## src/rtl/fsm_pkg.sv

```systemverilog
// Shared state encoding for the rx-side sequencers.
// ST_SEND matches the receiver's "valid" code, so both sides can compare state_o directly.
package fsm_pkg;

  localparam int ST_W = 2;

  localparam logic [ST_W-1:0] ST_IDLE = 2'b00;
  localparam logic [ST_W-1:0] ST_WAIT = 2'b01;
  localparam logic [ST_W-1:0] ST_SEND = 2'b10;
  localparam logic [ST_W-1:0] ST_BAD  = 2'b11;

  typedef struct packed {
    logic [ST_W-1:0] state;
    logic            holding;
  } arb_status_t;

  function automatic logic isHolding(input logic [ST_W-1:0] s);
    return (s == ST_SEND) || (s == ST_WAIT);
  endfunction

endpackage

```

## src/rtl/rx_arbiter_rr_pick.sv

```systemverilog
// Combinational round-robin picker: the first asserted request at or after ptr,
// wrapping modulo N_REQ.
module rr_pick #(
  parameter int N_REQ = 4,
  parameter int IDX_W = (N_REQ > 1) ? $clog2(N_REQ) : 1
) (
  input  logic [N_REQ-1:0] i_req,
  input  logic [IDX_W-1:0] i_ptr,
  output logic [N_REQ-1:0] o_grant,
  output logic [IDX_W-1:0] o_index,
  output logic             o_any
);

  logic [IDX_W-1:0] w_cand;

  // Scan N_REQ candidates starting at the pointer; the first hit wins.
  always_comb begin
    o_grant = '0;
    o_index = '0;
    o_any   = 1'b0;
    w_cand  = '0;
    for (int i = 0; i < N_REQ; i++) begin
      w_cand = IDX_W'((int'(i_ptr) + i) % N_REQ);
      if (!o_any && i_req[w_cand]) begin
        o_any           = 1'b1;
        o_index         = w_cand;
        o_grant[w_cand] = 1'b1;
      end
    end
  end

endmodule

```

## src/rtl/rx_arbiter.sv

```systemverilog
// Round-robin arbiter/sequencer feeding one word at a time to the receiver port.
// Holds the accepted word through receiver busy stalls and drops it after MAX_WAIT stalled cycles.
module rx_arbiter
  import fsm_pkg::*;
#(
  parameter int N_REQ    = 4,
  parameter int DATA_W   = 5,
  parameter int MAX_WAIT = 8
) (
  input  logic                    clk,
  input  logic                    rst,
  input  logic [N_REQ-1:0]        req_valid_i,
  input  logic [N_REQ*DATA_W-1:0] req_data_i,
  output logic [N_REQ-1:0]        req_ready_o,
  output logic                    rx_valid_o,
  output logic [DATA_W-1:0]       rx_data_o,
  input  logic                    rx_ready_i,
  input  logic                    rx_busy_i,
  output logic [N_REQ-1:0]        grant_o,
  output logic [1:0]              state_o,
  output logic                    timeout_o
);

  localparam int IDX_W = (N_REQ > 1) ? $clog2(N_REQ) : 1;
  localparam int CNT_W = $clog2(MAX_WAIT + 1);
  localparam logic [CNT_W-1:0] CNT_LAST = CNT_W'(MAX_WAIT - 1);
  localparam logic [CNT_W-1:0] CNT_SAT  = CNT_W'(MAX_WAIT);

  logic [ST_W-1:0]   r_state;
  logic [IDX_W-1:0]  r_ptr;
  logic [IDX_W-1:0]  r_winIdx;
  logic [CNT_W-1:0]  r_waitCnt;
  logic              r_rxValid;
  logic [DATA_W-1:0] r_rxData;
  logic [N_REQ-1:0]  r_grant;
  logic              r_timeout;

  logic [N_REQ-1:0]  w_pickGrant;
  logic [IDX_W-1:0]  w_pickIdx;
  logic              w_pickAny;
  logic              w_accept;
  logic [DATA_W-1:0] w_reqWord [N_REQ];

  for (genvar k = 0; k < N_REQ; k++) begin : g_words
    assign w_reqWord[k] = req_data_i[k*DATA_W +: DATA_W];
  end

  rr_pick #(
    .N_REQ (N_REQ),
    .IDX_W (IDX_W)
  ) u_pick (
    .i_req   (req_valid_i),
    .i_ptr   (r_ptr),
    .o_grant (w_pickGrant),
    .o_index (w_pickIdx),
    .o_any   (w_pickAny)
  );

  function automatic logic [IDX_W-1:0] incPtr(input logic [IDX_W-1:0] p);
    if (int'(p) >= N_REQ - 1) begin
      return '0;
    end
    return p + 1'b1;
  endfunction

  // Accept pulse is combinational so the sender can retire its word on the same edge.
  assign w_accept    = !rst && (r_state == ST_IDLE) && w_pickAny && !rx_busy_i;
  assign req_ready_o = w_accept ? w_pickGrant : '0;

  assign rx_valid_o = r_rxValid;
  assign rx_data_o  = r_rxData;
  assign grant_o    = r_grant;
  assign state_o    = r_state;
  assign timeout_o  = r_timeout;

  always_ff @(posedge clk or posedge rst) begin
    if (rst) begin
      r_state   <= ST_IDLE;
      r_ptr     <= '0;
      r_winIdx  <= '0;
      r_waitCnt <= '0;
      r_rxValid <= 1'b0;
      r_rxData  <= '0;
      r_grant   <= '0;
      r_timeout <= 1'b0;
    end else begin
      r_timeout <= 1'b0;
      case (r_state)
        ST_IDLE: begin
          if (w_accept) begin
            r_rxData  <= w_reqWord[w_pickIdx];
            r_rxValid <= 1'b1;
            r_grant   <= w_pickGrant;
            r_winIdx  <= w_pickIdx;
            r_state   <= ST_SEND;
          end
        end
        // Busy outranks ready: a busy receiver must not be handed the word.
        ST_SEND: begin
          if (rx_busy_i) begin
            r_state   <= ST_WAIT;
            r_waitCnt <= '0;
          end else if (rx_ready_i) begin
            r_rxValid <= 1'b0;
            r_grant   <= '0;
            r_ptr     <= incPtr(r_winIdx);
            r_state   <= ST_IDLE;
          end
        end
        ST_WAIT: begin
          if (!rx_busy_i) begin
            r_state <= ST_SEND;
          end else if (r_waitCnt == CNT_LAST) begin
            r_rxValid <= 1'b0;
            r_grant   <= '0;
            r_timeout <= 1'b1;
            r_ptr     <= incPtr(r_winIdx);
            r_state   <= ST_IDLE;
          end else if (r_waitCnt != CNT_SAT) begin
            r_waitCnt <= r_waitCnt + 1'b1;
          end
        end
        default: begin
          r_rxValid <= 1'b0;
          r_grant   <= '0;
          r_state   <= ST_IDLE;
        end
      endcase
    end
  end

endmodule
```

## config.mk

```make
export PLATFORM = sky130hd
export DESIGN_NAME = rx_arbiter
export DESIGN_NICKNAME = d
export VERILOG_FILES = /design/src/rtl/fsm_pkg.sv /design/src/rtl/rx_arbiter_rr_pick.sv /design/src/rtl/rx_arbiter.sv
export SDC_FILE = /design/constraint.sdc
export NUM_CORES = 1
export LEC_CHECK = 0
export BUFFER_PORTS_ARGS = -buffer_cell sky130_fd_sc_hd__buf_2
export CORE_UTILIZATION = 30
export CTS_CLUSTER_DIAMETER = 120
export DETAILED_ROUTE_END_ITERATION = 8
export PLACE_DENSITY = 0.54
export SETUP_SLACK_MARGIN = 0.3
export SYNTH_ARGS = -nofsm -noshare
export SYNTH_HDL_FRONTEND = slang
export SYNTH_SLANG_ARGS = --single-unit
```

## constraint.sdc

```tcl
create_clock -name clk -period 3.5 [get_ports clk]
set_input_delay 0.175 -clock clk [delete_from_list [all_inputs] [get_ports clk]]
set_output_delay 0.175 -clock clk [all_outputs]
set_load 0.02 [all_outputs]
```

# Word level (Yosys, flattened, before mapping)
# Cells that the tools add are included.
dict set report totals {
  latchBits 0
  memories 0
  mem_bits_rw 0
  out_inout_bits 17
  elab_cells 136
  regBits 21
  mem_bits_ro 0
}
dict set report op_classes {
  addsub 5
  n_div 0
  n_mux 73
  n_reduce_logical 22
  mul 0
  order_cmp 10
  eq_ne 14
  n_bitwise 4
  shift 0
}
# operator count
set op_table {}
lappend op_table {{two-way mux 4 bit} 14}
lappend op_table {{two-way mux 2 bit} 16}
lappend op_table {{two-way mux 1 bit} 27}
lappend op_table {{inequality test 2 bit (second input constant)} 8}
lappend op_table {{AND reduction 5 bit} 3}
lappend op_table {{less-than comparator 2 x 3 -> 1 bit (second input constant)} 4}
lappend op_table {{OR 4 bit} 3}
lappend op_table {{case mux 4 bit (3 select lines)} 1}
lappend op_table {{binary-select mux 5 bit (select 2 bit)} 1}
lappend op_table {{logical AND 1 bit} 10}
lappend op_table {{two-way mux 5 bit} 2}
lappend op_table {{binary-select mux 1 bit (select 2 bit)} 4}
lappend op_table {{demux 1 bit (select 2 bit)} 4}
lappend op_table {{>= comparator 2 x 1 -> 1 bit (second input constant)} 4}
lappend op_table {{case mux 4 bit (2 select lines)} 1}
lappend op_table {{inequality test 3 bit (second input constant)} 2}
lappend op_table {{case mux 2 bit (3 select lines)} 1}
lappend op_table {{logical NOT 1 bit} 5}
lappend op_table {{adder 2 x 1 -> 2 bit (second input constant)} 2}
lappend op_table {{adder 2 bit (second input constant)} 2}
lappend op_table {{adder 4 x 1 -> 4 bit (second input constant)} 1}
lappend op_table {{equality test 4 x 3 -> 1 bit (second input constant)} 1}
lappend op_table {{inequality test 4 bit (second input constant)} 1}
lappend op_table {{case mux 2 bit (2 select lines)} 1}
lappend op_table {{10 further kinds} 10}

# Logic depth before layout (Yosys ltp)
dict set report logic_depth {
  ltp_word 16
  ltp_mapped 12
  ltp_nobuf 7
}

# By module
# Synthesis repeated with hierarchy kept, for this count alone.
dict set report hier_totals {
  cells_unflattened 139
  area_unflattened_um2 1536.5
}
# mod seq_area_each_um2 area_each_um2 cells_each n_inst
set modules_own_cells {}
lappend modules_own_cells {rx_arbiter 525.5 1117.3 94 1}
lappend modules_own_cells {rr_pick 0.0 419.2 45 1}

# Worst setup path after synthesis
# OpenSTA, ideal clock, no wires.
dict set report synth_path {
  kind {reg2out}
  from {register r_ptr[0]}
  to {output port req_ready_o[0]}
  slack_ps 701
  path_buffers 3
  t_arrival_ps 2624
  path_stages_with_launch 10
  path_cell_list {dfrtp_1 buf_6 inv_1 buf_4 ha_1 buf_4 or3_2 o31ai_2 nand3_1 a21oi_1}
}
dict set report synth_via {
  elab_chain_len 15
  word_cells_on_any_way 51
  cone_classes {add/sub (3); order compare (8); mux (25); bitwise (3); reduce/logical (12)}
}
# element line_no
set synth_lines {}
lappend synth_lines {{from (decl)} rx_arbiter.sv:30} ;# logic [IDX_W-1:0] r_ptr;
lappend synth_lines {{from (signal assigned)} rx_arbiter.sv:106} ;# r_ptr <= incPtr(r_winIdx);
lappend synth_lines {{from (signal assigned)} rx_arbiter.sv:117} ;# r_ptr <= incPtr(r_winIdx);
lappend synth_lines {{branches (longest 14 deep; another with less-than comparator 2 x 3 -> 1 bit)} --}
lappend synth_lines {{two-way mux 4 bit *} rx_arbiter.sv:68} ;# assign req_ready_o = w_accept ? w_pickGrant : '0;
lappend synth_lines {{to (decl)} rx_arbiter.sv:14} ;# output logic [N_REQ-1:0] req_ready_o,
# Every way passes the cells marked *. The select of a mux whose other input is x is not followed.

# Worst setup path after layout
dict set report layout_path {
  from {register r_ptr[1]}
  to {output port req_ready_o[2]}
}
# Same word-level chain as after synthesis.

==> summary.txt <==
Run status
  – Outcome: finished with violations
  – Failing checks: design-rule violations

Synthesis
  – Unique masters post-synth: 48
  – Share of the synthesized area in the top cell type: 26.07%
  – Post-synth EDFFs: 0
  – Cells after Synth: 220
  – Flops & latches, synth: 21
  – Area contributors post-synth: dfrtp_1 26%, a221o_1 7.0%, ha_1 6.2%, nand2_1 4.1%, a211oi_2 3.7%
  – Sequential area share after synthesis: about a quarter
  – Synth Cell Area: 2016 um^2
  – Avg Cell Area, Syn: around 9.2 um^2
  – FFs w/ async S/R, synth: 100.0%
  – Dominant synthesized flop cell: dfrtp_1
  – Post-synthesis net count: 258
  – Yosys Warn Count: 0
  – Yosys top cell by area: dfrtp_1

Final layout
  – Antenna cells: 0
  – P&R area growth vs syn: 13.90%
  – Nets: ~300
  – Finished Cell Area: 2296 um^2
  – Fraction of layout cells with a size suffix above 1: 30.71%

Place
  – Routability cong.: 0.7919
  – Detailed placement HPWL: between 3000 and 4000 um
  – Port bufs: 44
  – Cell Area, Placed: ~2200 um^2
  – Pre-CTS setup slack: 0.5646 ns

GRT
  – Met1 Track Usage GR: 20.90%
  – Busiest layer in global routing: met2
  – First-pass GRT wire length: 8604 um
  – Total GRT Usage: 15.07%
  – Number of global-route vias before repair: 1749
  – Largest net degree at the start of global routing: 31
  – Initial antenna violation count: 0
  – M2 GR Usage: 23.85%
  – Gr ovfl total: 0
  – Met3 usage: 1.187%

Die
  – Die width: 83.97 um
  – Starting density of the core: 31.39%
  – Core area: 6422 um^2
  – Die Area: a little over 7000 um^2
  – Ports: 45
  – Die H: 83.97 um
  – Row count: 29

Route
  – Total number of vias: 1863
  – Residual DRC count: 2
  – Post-route ant nets: 0
  – WL final: 5117 um
  – TritonRoute pass-1 iters: 6
  – WL/cell: around 15 um
  – Initial DRC Count: 94
  – Via density: 5.628

Setup path
  – FF-to-FF End: rx_data_o[3]
  – Crit Path Max Fanout: 11
  – Worst Path Required: 3.32 ns
  – Crit Reg-Reg Startpoint: r_ptr[1]
  – Crit start category: flop
  – FF-to-FF path depth: 8
  – Crit Path Class: flop to output port
  – Setup crit end kind: output port
  – Setup slack, reg-to-reg: 0.72 ns
  – Crit path DAT: 2.70 ns

Timing
  – Clock Skew: 0.001288 ns
  – Setup ws final: ~0.63 ns
  – Final hold vios: 0
  – Fin crit share: 82.14%
  – Fin. max-slew vios: 0
  – # setup viols final: 0
  – Setup TNS: 0 ns
  – Final Critical Period: 2.875 ns
  – Least-Margin Pin Slew: 1.048 ns
  – RSZ-0062 raised after global routing: no
  – Slew HR: ~29%
  – Achievable frequency: roughly 350 MHz

Pwr
  – Peak supply drop: 0.2589 mV
  – Pwr Density: 751.6 nW/um^2
  – Leakage power: 0.9698 nW
  – Tot Pwr: 1.726 mW

Clocking
  – Clock sink total: 21
  – CTS H-tree depth: 1
  – Clock transition at the registers of the reported paths: 0.08 ns
  – Hold-fix buffer count after cts: 0
  – CTS max path bufs: 2
  – CTS Buf Count: 3
  – Worst skew pair latency: 0.26 ns
  – CTS tree: done
  – CTS Root Cell: clkbuf_8

Worst hold path
  – Hold Crit Class: input port to asynchronous set/reset pin

Run
  – Max cap viols: 0
-- per-stage QoR --
stage	hold slack [ns]	instances	utilization (%)
finish	0.08838	331	35.75
global route	0.1586	331	35.75
CTS	0.1184	331	35.57
detailed placement	0.4041	326	34.76
global placement	0.3942	326	34.76
floorplan	0.1515	220	-
-- critical path, stage by stage, from the launching register on --
cell and delay (ns):
dfrtp_2 0.50, inv_1 0.14, ha_1 0.41, or3_2 0.55
nor3_1 0.15, a311o_2 0.23, nand3_1 0.09, a21oi_1 0.17
buf_2 0.19
-- worst max-delay path by stage --
stage,startpoint,end,slack [ns],cells after the start
2_1_floorplan,r_ptr[0],req_ready_o[0],0.70,9
3_3_place_gp,r_ptr[1],req_ready_o[2],0.65,7
3_5_place_dp,r_ptr[1],rx_data_o[3],0.56,7
4_1_cts,r_ptr[1],req_ready_o[2],0.32,7
5_1_grt,r_ptr[1],req_ready_o[0],0.46,8
6_report,r_ptr[1],req_ready_o[2],0.63,8
-- cell type report --
| class | instances | area, um^2 |
|---|---|---|
| fillers | 665 | 4126 |
| repair buffers | 49 | 257.7 |
| inverters | 12 | 45.04 |
| clock buffers | 4 | 45.04 |
| well taps | 77 | 96.34 |
| flip-flops and latches | 21 | 526.8 |
| multi-input cells | 168 | 1325 |
-- what timing repair did --
action,in CTS,in global routing
endpoints found under the setup margin,1,4
buffers inserted,1,0
resized for setup,0,3
-- kinds of logic after synthesis --
kind of cell	after synthesis	share of synthesized area (%)
AO/OA/AOI/OAI	76	31.53
AND/OR/NAND/NOR	68	17.94
buffers and inverters	31	9.062
flip-flops	21	26.07
multiplexers	12	8.317
adder cells (fa/ha/maj)	10	6.207
XOR/XNOR	2	0.8692
-- flip-flops by register name, indices dropped and copies added (netlist names) --
register	flops
grant_o	4
r_ptr	2
r_waitCnt	4
r_winIdx	2
rx_data_o	5
rx_valid_o	1
state_o	2
timeout_o	1
-- cells in the final DEF (no fill, tap or decap), drive strengths merged, types with 3 or more instances in the layout --
cell type	instances
buf	49
nand2	22
dfrtp	21
a221o	14
nor2	14
inv	12
o21ai	10
ha	10
a211oi	10
a21oi	8
a31oi	6
a221oi	6
a21boi	5
nand4	5
nor4b	5
nand3	5
o221ai	5
mux2	5
nor2b	5
mux2i	4
o211ai	4
clkbuf	4
mux4	3
o31ai	3
-- cell usage after synthesis, drive strengths merged, types with 3 or more instances --
cell type,count
a211oi,10
a21boi,5
a21oi,8
a221o,14
a221oi,6
a31oi,6
buf,16
clkbuf,3
dfrtp,21
ha,10
inv,12
mux2,5
mux2i,4
mux4,3
nand2,22
nand3,5
nand4,5
nor2,14
nor2b,5
nor4b,5
o211ai,4
o21ai,10
o221ai,5
o31ai,3
-- routing by layer --
layer / part of all wire (%) / up-vias
met5: 0 / -
li1: - / 916
met4: 2.1 / 0
met3: 3.8 / 9
met1: 49 / 886
met2: 45 / 52
-- where the power goes --
group / internal (mW) / switching, mW / leakage [nW]
clock: 0.0812 / 0.0821 / 0.0228
combinational: 0.453 / 0.688 / 0.687
sequential: 0.336 / 0.0854 / 0.260
Power figures use the tool's default switching activity.
